===== config.mk =====
export PLATFORM = sky130hd
export DESIGN_NAME = mem_access_stage
export DESIGN_NICKNAME = d
export VERILOG_FILES = /design/src/rtl/mem_access_stage.sv
export SDC_FILE = /design/constraint.sdc
export NUM_CORES = 1
export LEC_CHECK = 0
export ABC_AREA = 1
export CORE_ASPECT_RATIO = 2
export CORE_MARGIN = 4
export CORE_UTILIZATION = 25
export CTS_BUF_LIST = sky130_fd_sc_hd__clkbuf_4 sky130_fd_sc_hd__clkbuf_8 sky130_fd_sc_hd__clkbuf_16
export CTS_CLUSTER_SIZE = 12
export DETAILED_ROUTE_END_ITERATION = 10
export GPL_TIMING_DRIVEN = 0
export PLACE_DENSITY = 0.57
export SYNTH_ARGS = -nofsm -noshare
export SYNTH_HDL_FRONTEND = slang
export SYNTH_SLANG_ARGS = --single-unit

===== constraint.sdc =====
create_clock -name clk -period 3.94 [get_ports clk]
set_clock_uncertainty 0.2 [all_clocks]
set_input_delay 0.591 -clock clk [delete_from_list [all_inputs] [get_ports clk]]
set_output_delay 0.591 -clock clk [all_outputs]
set_load 0.1 [all_outputs]

===== src/rtl/mem_access_stage.sv =====
// Memory-access stage: pass-through of ALU results and LW/SW request/ack handshake with data memory.
// Optional alignment fault detection is enabled by defining MEM_ALIGN_CHECK_EN.
module mem_access_stage #(
    parameter int unsigned TIMEOUT = 16
) (
    input  logic        clk,
    input  logic        rst,
    input  logic        valid_in,
    input  logic [31:0] alu_out,
    input  logic [31:0] store_data,
    input  logic        mem_read,
    input  logic        mem_write,
    input  logic        reg_write_in,
    input  logic [4:0]  wr_reg_in,
    output logic        stall,
    output logic        dmem_req,
    output logic        dmem_we,
    output logic [31:0] dmem_addr,
    output logic [31:0] dmem_wdata,
    input  logic        dmem_ack,
    input  logic [31:0] dmem_rdata,
    output logic        wb_valid,
    output logic        wb_we,
    output logic [4:0]  wb_reg,
    output logic [31:0] wb_data,
    output logic        bus_error,
    output logic        misalign
);

    typedef enum logic [1:0] {StIdle, StAccess, StErr} state_e;

    localparam logic [7:0] TimeoutLast = 8'(TIMEOUT - 1);

    state_e      state_q, state_d;
    logic [7:0]  cnt_q, cnt_d;
    logic        req_q, req_d;
    logic        we_q, we_d;
    logic [31:0] addr_q, addr_d;
    logic [31:0] wdata_q, wdata_d;
    logic        is_load_q, is_load_d;
    logic        pend_we_q, pend_we_d;
    logic [4:0]  pend_reg_q, pend_reg_d;
    logic        wb_valid_q, wb_valid_d;
    logic        wb_we_q, wb_we_d;
    logic [4:0]  wb_reg_q, wb_reg_d;
    logic [31:0] wb_data_q, wb_data_d;
    logic        bus_error_q, bus_error_d;
    logic        misalign_q, misalign_d;
    logic        stall_c;
    logic        memop;
    logic        misaligned;

    assign memop = mem_read | mem_write;

`ifdef MEM_ALIGN_CHECK_EN
    assign misaligned = memop & (alu_out[1:0] != 2'b00);
`else
    assign misaligned = 1'b0;
`endif

    always_comb begin
        state_d     = state_q;
        cnt_d       = cnt_q;
        req_d       = req_q;
        we_d        = we_q;
        addr_d      = addr_q;
        wdata_d     = wdata_q;
        is_load_d   = is_load_q;
        pend_we_d   = pend_we_q;
        pend_reg_d  = pend_reg_q;
        wb_valid_d  = 1'b0;
        wb_we_d     = 1'b0;
        wb_reg_d    = wb_reg_q;
        wb_data_d   = wb_data_q;
        bus_error_d = bus_error_q;
        misalign_d  = 1'b0;
        stall_c     = 1'b0;

        unique case (state_q)
            StIdle: begin
                if (valid_in) begin
                    if (memop && !misaligned) begin
                        stall_c    = 1'b1;
                        state_d    = StAccess;
                        cnt_d      = 8'd0;
                        req_d      = 1'b1;
                        // Both read and write set resolves to a read.
                        we_d       = mem_write & ~mem_read;
                        addr_d     = {alu_out[31:2], 2'b00};
                        wdata_d    = store_data;
                        is_load_d  = mem_read;
                        pend_we_d  = reg_write_in;
                        pend_reg_d = wr_reg_in;
                    end else begin
                        wb_valid_d = 1'b1;
                        wb_data_d  = alu_out;
                        wb_reg_d   = wr_reg_in;
                        wb_we_d    = reg_write_in & ~misaligned;
                        misalign_d = misaligned;
                    end
                end
            end
            StAccess: begin
                stall_c = ~dmem_ack;
                if (dmem_ack) begin
                    state_d    = StIdle;
                    req_d      = 1'b0;
                    we_d       = 1'b0;
                    wb_valid_d = 1'b1;
                    wb_reg_d   = pend_reg_q;
                    wb_data_d  = is_load_q ? dmem_rdata : addr_q;
                    wb_we_d    = is_load_q & pend_we_q;
                end else if (cnt_q == TimeoutLast) begin
                    // This was the last permitted ACCESS cycle.
                    state_d     = StErr;
                    req_d       = 1'b0;
                    we_d        = 1'b0;
                    bus_error_d = 1'b1;
                end else begin
                    cnt_d = cnt_q + 8'd1;
                end
            end
            StErr: begin
                stall_c = 1'b1;
            end
            default: begin
                state_d = StIdle;
            end
        endcase
    end

    always_ff @(posedge clk) begin
        if (rst) begin
            state_q     <= StIdle;
            cnt_q       <= 8'd0;
            req_q       <= 1'b0;
            we_q        <= 1'b0;
            addr_q      <= 32'd0;
            wdata_q     <= 32'd0;
            is_load_q   <= 1'b0;
            pend_we_q   <= 1'b0;
            pend_reg_q  <= 5'd0;
            wb_valid_q  <= 1'b0;
            wb_we_q     <= 1'b0;
            wb_reg_q    <= 5'd0;
            wb_data_q   <= 32'd0;
            bus_error_q <= 1'b0;
            misalign_q  <= 1'b0;
        end else begin
            state_q     <= state_d;
            cnt_q       <= cnt_d;
            req_q       <= req_d;
            we_q        <= we_d;
            addr_q      <= addr_d;
            wdata_q     <= wdata_d;
            is_load_q   <= is_load_d;
            pend_we_q   <= pend_we_d;
            pend_reg_q  <= pend_reg_d;
            wb_valid_q  <= wb_valid_d;
            wb_we_q     <= wb_we_d;
            wb_reg_q    <= wb_reg_d;
            wb_data_q   <= wb_data_d;
            bus_error_q <= bus_error_d;
            misalign_q  <= misalign_d;
        end
    end

    assign stall      = stall_c & ~rst;
    assign dmem_req   = req_q;
    assign dmem_we    = we_q;
    assign dmem_addr  = addr_q;
    assign dmem_wdata = wdata_q;
    assign wb_valid   = wb_valid_q;
    assign wb_we      = wb_we_q;
    assign wb_reg     = wb_reg_q;
    assign wb_data    = wb_data_q;
    assign bus_error  = bus_error_q;
    assign misalign   = misalign_q;

endmodule


# After elaboration in Yosys (flattened, before gate mapping)
# Cells that the tools add are included.
totals:
  ff_bits: 121
  output_inout_bits: 108
classes:
  add_sub_neg: 1
  eq_ne: 10
  muxes: 38
  bitwise: 8
  n_reduce_logical: 8
op_table:
  columns: ["operator", "count"]
  rows:
  - ["2-to-1 mux 32 bit", 4]
  - ["one-hot mux 32 bit (2 select lines)", 1]
  - ["2-to-1 mux 8 bit", 4]
  - ["one-hot mux 8 bit (2 select lines)", 1]
  - ["2-to-1 mux 5 bit", 3]
  - ["2-to-1 mux 1 bit", 14]
  - ["!= test 2 bit (second input constant)", 6]
  - ["AND reduction 4 bit", 3]
  - ["one-hot mux 5 bit (2 select lines)", 1]
  - ["adder 8 x 1 -> 8 bit (second input constant)", 1]
  - ["== test 8 x 4 -> 1 bit (second input constant)", 1]
  - ["2-to-1 mux 2 bit", 4]
  - ["one-hot mux 1 bit (2 select lines)", 4]
  - ["one-hot mux 2 bit (3 select lines)", 1]
  - ["AND reduction 3 bit", 2]
  - ["AND reduction 5 bit", 1]
  - ["NOT 1 bit", 4]
  - ["bitwise AND 1 bit", 3]
  - ["!= test 3 bit (second input constant)", 1]
  - ["one-hot mux 1 bit (3 select lines)", 1]
  - ["== test 2 x 1 -> 1 bit (second input constant)", 1]
  - ["== test 2 bit (second input constant)", 1]
  - ["logical NOT 2 bit", 1]
  - ["nonzero test 2 bit", 1]
  - ["OR 1 bit", 1]

# Logic depth before layout (Yosys ltp)
# Gate-level depths: netlist of run 1.
logic_depth:
  word_depth: 5
  depth_mapped: 9

# Worst setup path before layout of run 1
# No wires, ideal clock.
synth_path:
  path_type: "in2out"
  from: "input port mem_read"
  to: "output port stall"
  arrival_ns: 2.667
  path_slack_ns: 0.482
  path_stages: 6
  n_path_buf: 2
  path_cell_list: "nor2_1 inv_1 nand3_2 clkbuf_1 buf_2 a31oi_1"
synth_between:
  elab_chain_cells: 5
synth_lines:
  columns: ["item", "line_no", "rtl"]
  rows:
  - ["start, declared", "11", "input logic mem_read,"]
  - ["OR 1 bit", "53", "assign memop = mem_read | mem_write;"]
  - ["2-to-1 mux 1 bit", "82", "if (memop && !misaligned) begin"]
  - ["2-to-1 mux 1 bit", "81", "if (valid_in) begin"]
  - ["one-hot mux 1 bit (3 select lines)", "79", "unique case (state_q)"]
  - ["bitwise AND 1 bit", "168", "assign stall = stall_c & ~rst;"]
  - ["end, declared", "15", "output logic stall,"]
# Every way passes these cells.

# Worst setup path in the final report of run 1
layout_path:
  from: "input port valid_in"
  to: "output port stall"
layout_between:
  elab_chain_cells: 3
layout_lines:
  columns: ["item", "line_no", "rtl"]
  rows:
  - ["start, declared", "8", "input logic valid_in,"]
  - ["2-to-1 mux 1 bit", "81", null]
  - ["one-hot mux 1 bit (3 select lines)", "79", null]
  - ["bitwise AND 1 bit", "168", null]
# Every way passes these cells.

==> qor.yml, run 1 <==
synth_cell_type_count: 28
grt_max_degree: 17
timing.slew.headroom_pct: 28.4
muxShareOfSynthArea_pct: 0
pwr_density_cell_nw_per_um2: 519
netlist.area_leader.share_pct: 47.0
initial_core_util_pct: 25.3
max_freq_ghz: 0.270
wl_per_cell_um: 16.3
yosysMostFrequentCell: "nand2_1"
critPathKind: "in -> out"
viasPerCell: 4.50
syn_avg_cell_area_sq_um: 7.00
die_h_um: 211
first_pass_iters: 4
cts_buffers: 17
ys_seq_area_share_pct: 47.0
pin_count: 216
drive_gt1_share_pct: 7.54
synth-simple-area-share_pct: 25.1
grt_pass1_vias: 5513
synth_common_cells: "nand2_1 (246), dfxtp_1 (121), a21oi_1 (108), o21ai_0 (60), nor2_1 (59)"
ant_nets: 0
io_buffers: 211
hold_path_class: "reg -> reg"
overflow: 0
clk_pin_slew_ps: 60
cp-start-kind: "input pin"
fill_cells: 2174
synth-xor-area-share_pct: 0.170
synth.cell_area_sq_um: 5150
cts.sinks: 121
setup_viol: 0
yosys_warnings: 0
report.power.total_uw: 4290
htree_levels: 4
rsz0062_at_grt: "no"
fp.dieW_um: 110
synth_edf_count: 0
cts_resized: 4
hold_viol: 0
drt_iter0_markers: 215
final_net_count: 1077
cts_hold_buf: 0
routed_wl_um: 20400
grt_util_all_layers_pct: 17.9
ys_ff_latch: 121
holdWs_ps: 247
die-area_sq_um: 23100
cp-end-kind: "output pin"
async_reset_ff_share_pct: 0
clk_latency_ps: 410
cp.required_ps: 3150
tightest_slew_ps: 1070
post_cts_buffers: 0
stdcell_count: 1248
synth_top_family_by_area: "simple AND/OR/NAND/NOR gates"
min_period_over_period_pct: 93.9
report.final.slew_viol_count: 0
setup_slack_ps: 242
ir_worst_vdd_uv: 235
period_minus_slack_ps: 3700
post-place-ws_ps: -392
synth_compound_area_share_pct: 19.8
synth_area_leaders: "dfxtp_1 (47%), nand2_1 (18%), a21oi_1 (10%)"
cp_max_fo: 10
cts_tree: "done"
dp_hpwl_um: 15500
rows: 74
clockBufferDepth: 2
cts_root_buf: "clkbuf_16"
synthAdderAreaFrac_pct: 0.243
worstPathArrival_ps: 2910
vias: 5620
synth_ff_type: "dfxtp_1"
placedCellCount: 1215
synth.largest_area_cell: "dfxtp_1"
fp.coreArea_sq_um: 20400
place.gp.congestion: 0.844
p_leak_uw: 0.00307
grt_pass1_wl_um: 30900
status: "finished, final reports clean"
drc_errors: 0
area_delta_synth_final_pct: 60.4
syn_inst: 736
cap_violations: 0
antenna_found_initial: 1
[worst paths after layout]
kind	depth (start not counted)	startpoint	to	slack (ps)
max	6	valid_in	stall	240
min	2	pend_reg_q[2]	pend_reg_q[2]	250
max reg2reg	5	state_q[0]	dmem_req	2040
min reg2reg	2	pend_reg_q[2]	pend_reg_q[2]	250
[layout by cell type, fill, tap and decap left out]
cell type and instances:
a211oi_1 1, a21oi_1 108, a21oi_4 1, a31oi_1 2, buf_1 2, buf_2 14
buf_4 9, buf_6 3, bufinv_16 5, clkbuf_1 24, clkbuf_16 17, clkbuf_2 1
clkbuf_4 1, clkdlybuf4s15_2 1, clkdlybuf4s50_1 210, clkinv_2 1, clkinv_4 5, clkinvlp_4 2
conb_1 3, dfxtp_1 121, diode_2 1, ha_1 1, inv_1 26, inv_2 4
inv_6 1, nand2_1 246, nand2_2 3, nand3_1 11, nand3_2 1, nand4_1 4
nor2_1 59, nor2_2 3, nor2_4 2, o21a_1 1, o21ai_0 60, o21ai_1 26
o21bai_1 1, xnor2_1 1
[routing by layer]
| layer | vias to the layer above | GRT usage (%) | routed length, um |
|---|---|---|---|
| li1 | 2842 | - | - |
| met1 | 2576 | 18.6 | 7200 |
| met2 | 165 | 33.3 | 11400 |
| met3 | 37 | 3.33 | 984 |
| met4 | 0 | 8.95 | 803 |
| met5 | - | 0 | 0 |
[kinds of logic (layout without fill, tap and decap cells)]
group	count (synthesis)	after routing
adders and majority gates	1	1
buffers and inverters	83	326
and+or+nand+nor	329	329
DFF	121	121
xor gates and xnor gates	1	1
other	1	4
AOI/OAI and AO/OA	200	200
[critical path, cell delays in order]
cell	delay (ps)
clkdlybuf4s50_1	600
nand3_2	310
clkbuf_1	330
buf_2	270
a31oi_1	200
clkdlybuf4s15_2	590
[where the power goes]
group	internal, uW	switching, uW	total, uW
Sequential	1310	46.0	1350
Combinational	333	874	1210
Clock	1130	598	1730
[layout make-up]
class	instances	area [sq um]	area share, %
tap	266	333	4.03
inverter	30	113	1.36
antenna	1	2.50	0.0303
timing repair buffer	211	2110	25.6
clock inverter	14	223	2.70
multi-input combinational	534	2350	28.4
clock buffer	18	433	5.24
sequential	121	2420	29.3
buffer	53	274	3.32
[through the flow]
step / instance area, sq um / utilization, % / TNS (ps)
after floorplan: 5160 / - / 0
final: 8260 / 40.6 / 0
after global routing: 8260 / 40.6 / 0
after global placement: 7600 / 37.3 / -372
after detailed placement: 7600 / 37.3 / -392
after CTS: 8260 / 40.6 / 0
No activity file was read; power rests on OpenSTA's default activity.
==> inputs of run 2 (changes only) <==
- CORE_UTILIZATION: 25 -> 35
- PLACE_DENSITY: 0.57 -> 0.73
==> run 2 against run 1 <==
Core utilization is 16 points higher. Combinational power about the same. Highest routed layer unchanged. Non-clock buffer count stayed put. Sequential power about the same. Worst setup slack improved by 150 ps. Sequential share of layout area grew 0.29 points. Sequential cell count unchanged.
==> qor.yml, run 2 (synthesis results as in run 1) <==
status: "finished, final reports clean"  # unchanged
clockBufferDepth: 2  # unchanged
critical_path_depth: 6  # unchanged
max_freq_ghz: 0.282  # was 0.270 GHz
cp-end-kind: "output pin"  # unchanged
dp_hpwl_um: 14000  # was 15500 um
report.power.total_uw: 4350  # was 4290 uW
p_leak_uw: 0.00308  # was 0.00307 uW
tightest_slew_ps: 1060  # was 1070 ps
initial_core_util_pct: 35.7  # was 25.3%
grt_pass1_wl_um: 28900  # was 30900 um
r2r-end: "wb_reg[0]"  # was dmem_req
die_h_um: 180  # was 211 um
reg2reg_depth: 6  # was 5
drive_gt1_share_pct: 7.54  # unchanged
cts_buffers: 17  # unchanged
overflow: 0  # unchanged
critPathKind: "in -> out"  # unchanged
rsz0062_at_grt: "no"  # unchanged
grt_util_all_layers_pct: 22.0  # was 17.9%
final_net_count: 1077  # unchanged
cp-start-kind: "input pin"  # unchanged
hold_path_class: "reg -> reg"  # unchanged
place.gp.congestion: 0.931  # was 0.844
ant_nets: 0  # unchanged
most-common-layout-cells: "nand2_1 (246), clkdlybuf4s50_1 (210), dfxtp_1 (121)"  # unchanged
crit_path_cell_trace: "clkdlybuf4s50_1 > nand3_2 > clkbuf_1 > buf_2 > a31oi_1 > clkbuf_2"  # was clkdlybuf4s50_1 > nand3_2 > clkbuf_1 > buf_2 > a31oi_1 > clkdlybuf4s15_2
clk_pin_slew_ps: 50  # was 60 ps
report.final.slew_viol_count: 0  # unchanged
r2r_start: "state_q[1]"  # was state_q[0]
setup.worst_path.end: "stall"  # unchanged
fp.coreArea_sq_um: 14400  # was 20400 sq um
clk_latency_ps: 410  # about the same
viasPerCell: 4.81  # was 4.50
cp_slowest_cell: "clkdlybuf4s50_1"  # unchanged
r2r_slack_ps: 2090  # was 2040 ps
layout_commonest_cell: "nand2_1"  # unchanged
hold_viol: 0  # unchanged
cp_max_fo: 10  # unchanged
worstPathArrival_ps: 2760  # was 2910 ps
fp.dieW_um: 93.8  # was 110 um
vias: 5647  # was 5620
htree_levels: 4  # unchanged
drt_iter0_markers: 261  # was 215
setup_viol: 0  # unchanged
cts_root_buf: "clkbuf_16"  # unchanged
timing.slew.headroom_pct: 29.0  # was 28.4%
placedCellCount: 1141  # was 1215
wl_per_cell_um: 15.9  # was 16.3 um
first_pass_iters: 5  # was 4
antenna_found_initial: 0  # was 1
pwr_density_cell_nw_per_um2: 531  # was 519 nW/um^2
stdcell_count: 1173  # was 1248
cts_tree: "done"  # unchanged
die-area_sq_um: 16800  # was 23100 sq um
finish.instance_area_sq_um: 8180  # was 8260 sq um
routed_wl_um: 18700  # was 20400 um
antenna_cells: 0  # was 1
place_area_sq_um: 7510  # was 7600 sq um
area_delta_synth_final_pct: 58.9  # was 60.4%
fill_cells: 1460  # was 2174
critPathTopFamily: "buffers and inverters"  # unchanged
cp.required_ps: 3150  # about the same
cts.sinks: 121  # unchanged
period_minus_slack_ps: 3550  # was 3700 ps
io_buffers: 211  # unchanged
drc_errors: 0  # unchanged
ir_worst_vdd_uv: 417  # was 235 uV
grt_pass1_vias: 5465  # was 5513
crit_buf_inv: 4  # unchanged
cap_violations: 0  # unchanged
cts_hold_buf: 0  # unchanged
worstSetupStartpoint: "valid_in"  # unchanged
min_period_over_period_pct: 90.1  # was 93.9%
max_stage_delay_ps: 620  # was 600 ps
rows: 62  # was 74
pin_count: 216  # unchanged
grt_max_degree: 17  # unchanged
## run 2: cell count changes in the layout (fill, tap and decap cells not counted), sizes merged
| cell | previous run | this run |
|---|---|---|
| diode | 1 | 0 |
| clkbuf | 43 | 44 |
| clkinv | 6 | 4 |
| clkdlybuf4s15 | 1 | 0 |
| inv | 31 | 32 |
| bufinv | 5 | 6 |
## run 2: how the worst min path moves through the flow
stage / from / end / slack (ps) / cells after the start
after floorplan: pend_reg_q[0] / pend_reg_q[0] / 220 / 2
after global placement: pend_reg_q[0] / pend_reg_q[0] / 230 / 2
after detailed placement: pend_reg_q[1] / pend_reg_q[1] / 240 / 2
after CTS: pend_reg_q[2] / pend_reg_q[2] / 250 / 2
after global routing: pend_reg_q[2] / pend_reg_q[2] / 260 / 2
final: pend_reg_q[3] / pend_reg_q[3] / 250 / 2
## run 2: area by class of cell
type | instances | area (sq um) | share of cell area (%)
Sequential cell | 121 | 2420 | 29.6
Multi-Input combinational cell | 534 | 2350 | 28.7
Timing Repair Buffer | 211 | 2110 | 25.7
Clock buffer | 18 | 433 | 5.29
Buffer | 53 | 274 | 3.35
Clock inverter | 14 | 244 | 2.98
Tap cell | 192 | 240 | 2.94
Inverter | 30 | 113 | 1.38
## run 2: worst min-delay path, stage by stage (launching register included)
cell and delay, ps:
dfxtp_1 290, inv_1 50, a21oi_1 60
## run 2: where the power goes
part | internal [uW] | switching, uW | leakage (uW)
logic | 332 | 867 | 0.00177
registers | 1310 | 46.0 | 0.000989
clock network | 1200 | 598 | 0.000325
total | 2840 | 1510 | 0.00308
## run 2: what timing repair did
item | 4_1_cts | 5_1_grt
gates cloned | 0 | 0
pin swaps | 0 | 0
setup buffers | 0 | 0
endpoints found under the setup margin | 1 | 1
gates resized for setup | 1 | 3
## run 2: per-layer routing
metal / routed length (um) / part of all wire (%) / track usage [%]
met5: 0 / 0 / 0
met4: 665 / 3.6 / 9.84
met3: 948 / 5.1 / 5.10
met2: 10300 / 55 / 41.2
met1: 6830 / 37 / 22.2
## run 2: through the flow
step                      hold slack [ps]  util [%]  TNS, ps  worst slack (ps)
after global routing                  261      56.7        0               300
after global placement                233      52.1     -248              -248
after floorplan                       224         -        0               482
after detailed placement              244      52.1     -291              -291
after CTS                             252      56.7        0              2.65
final                                 253      56.7        0               392
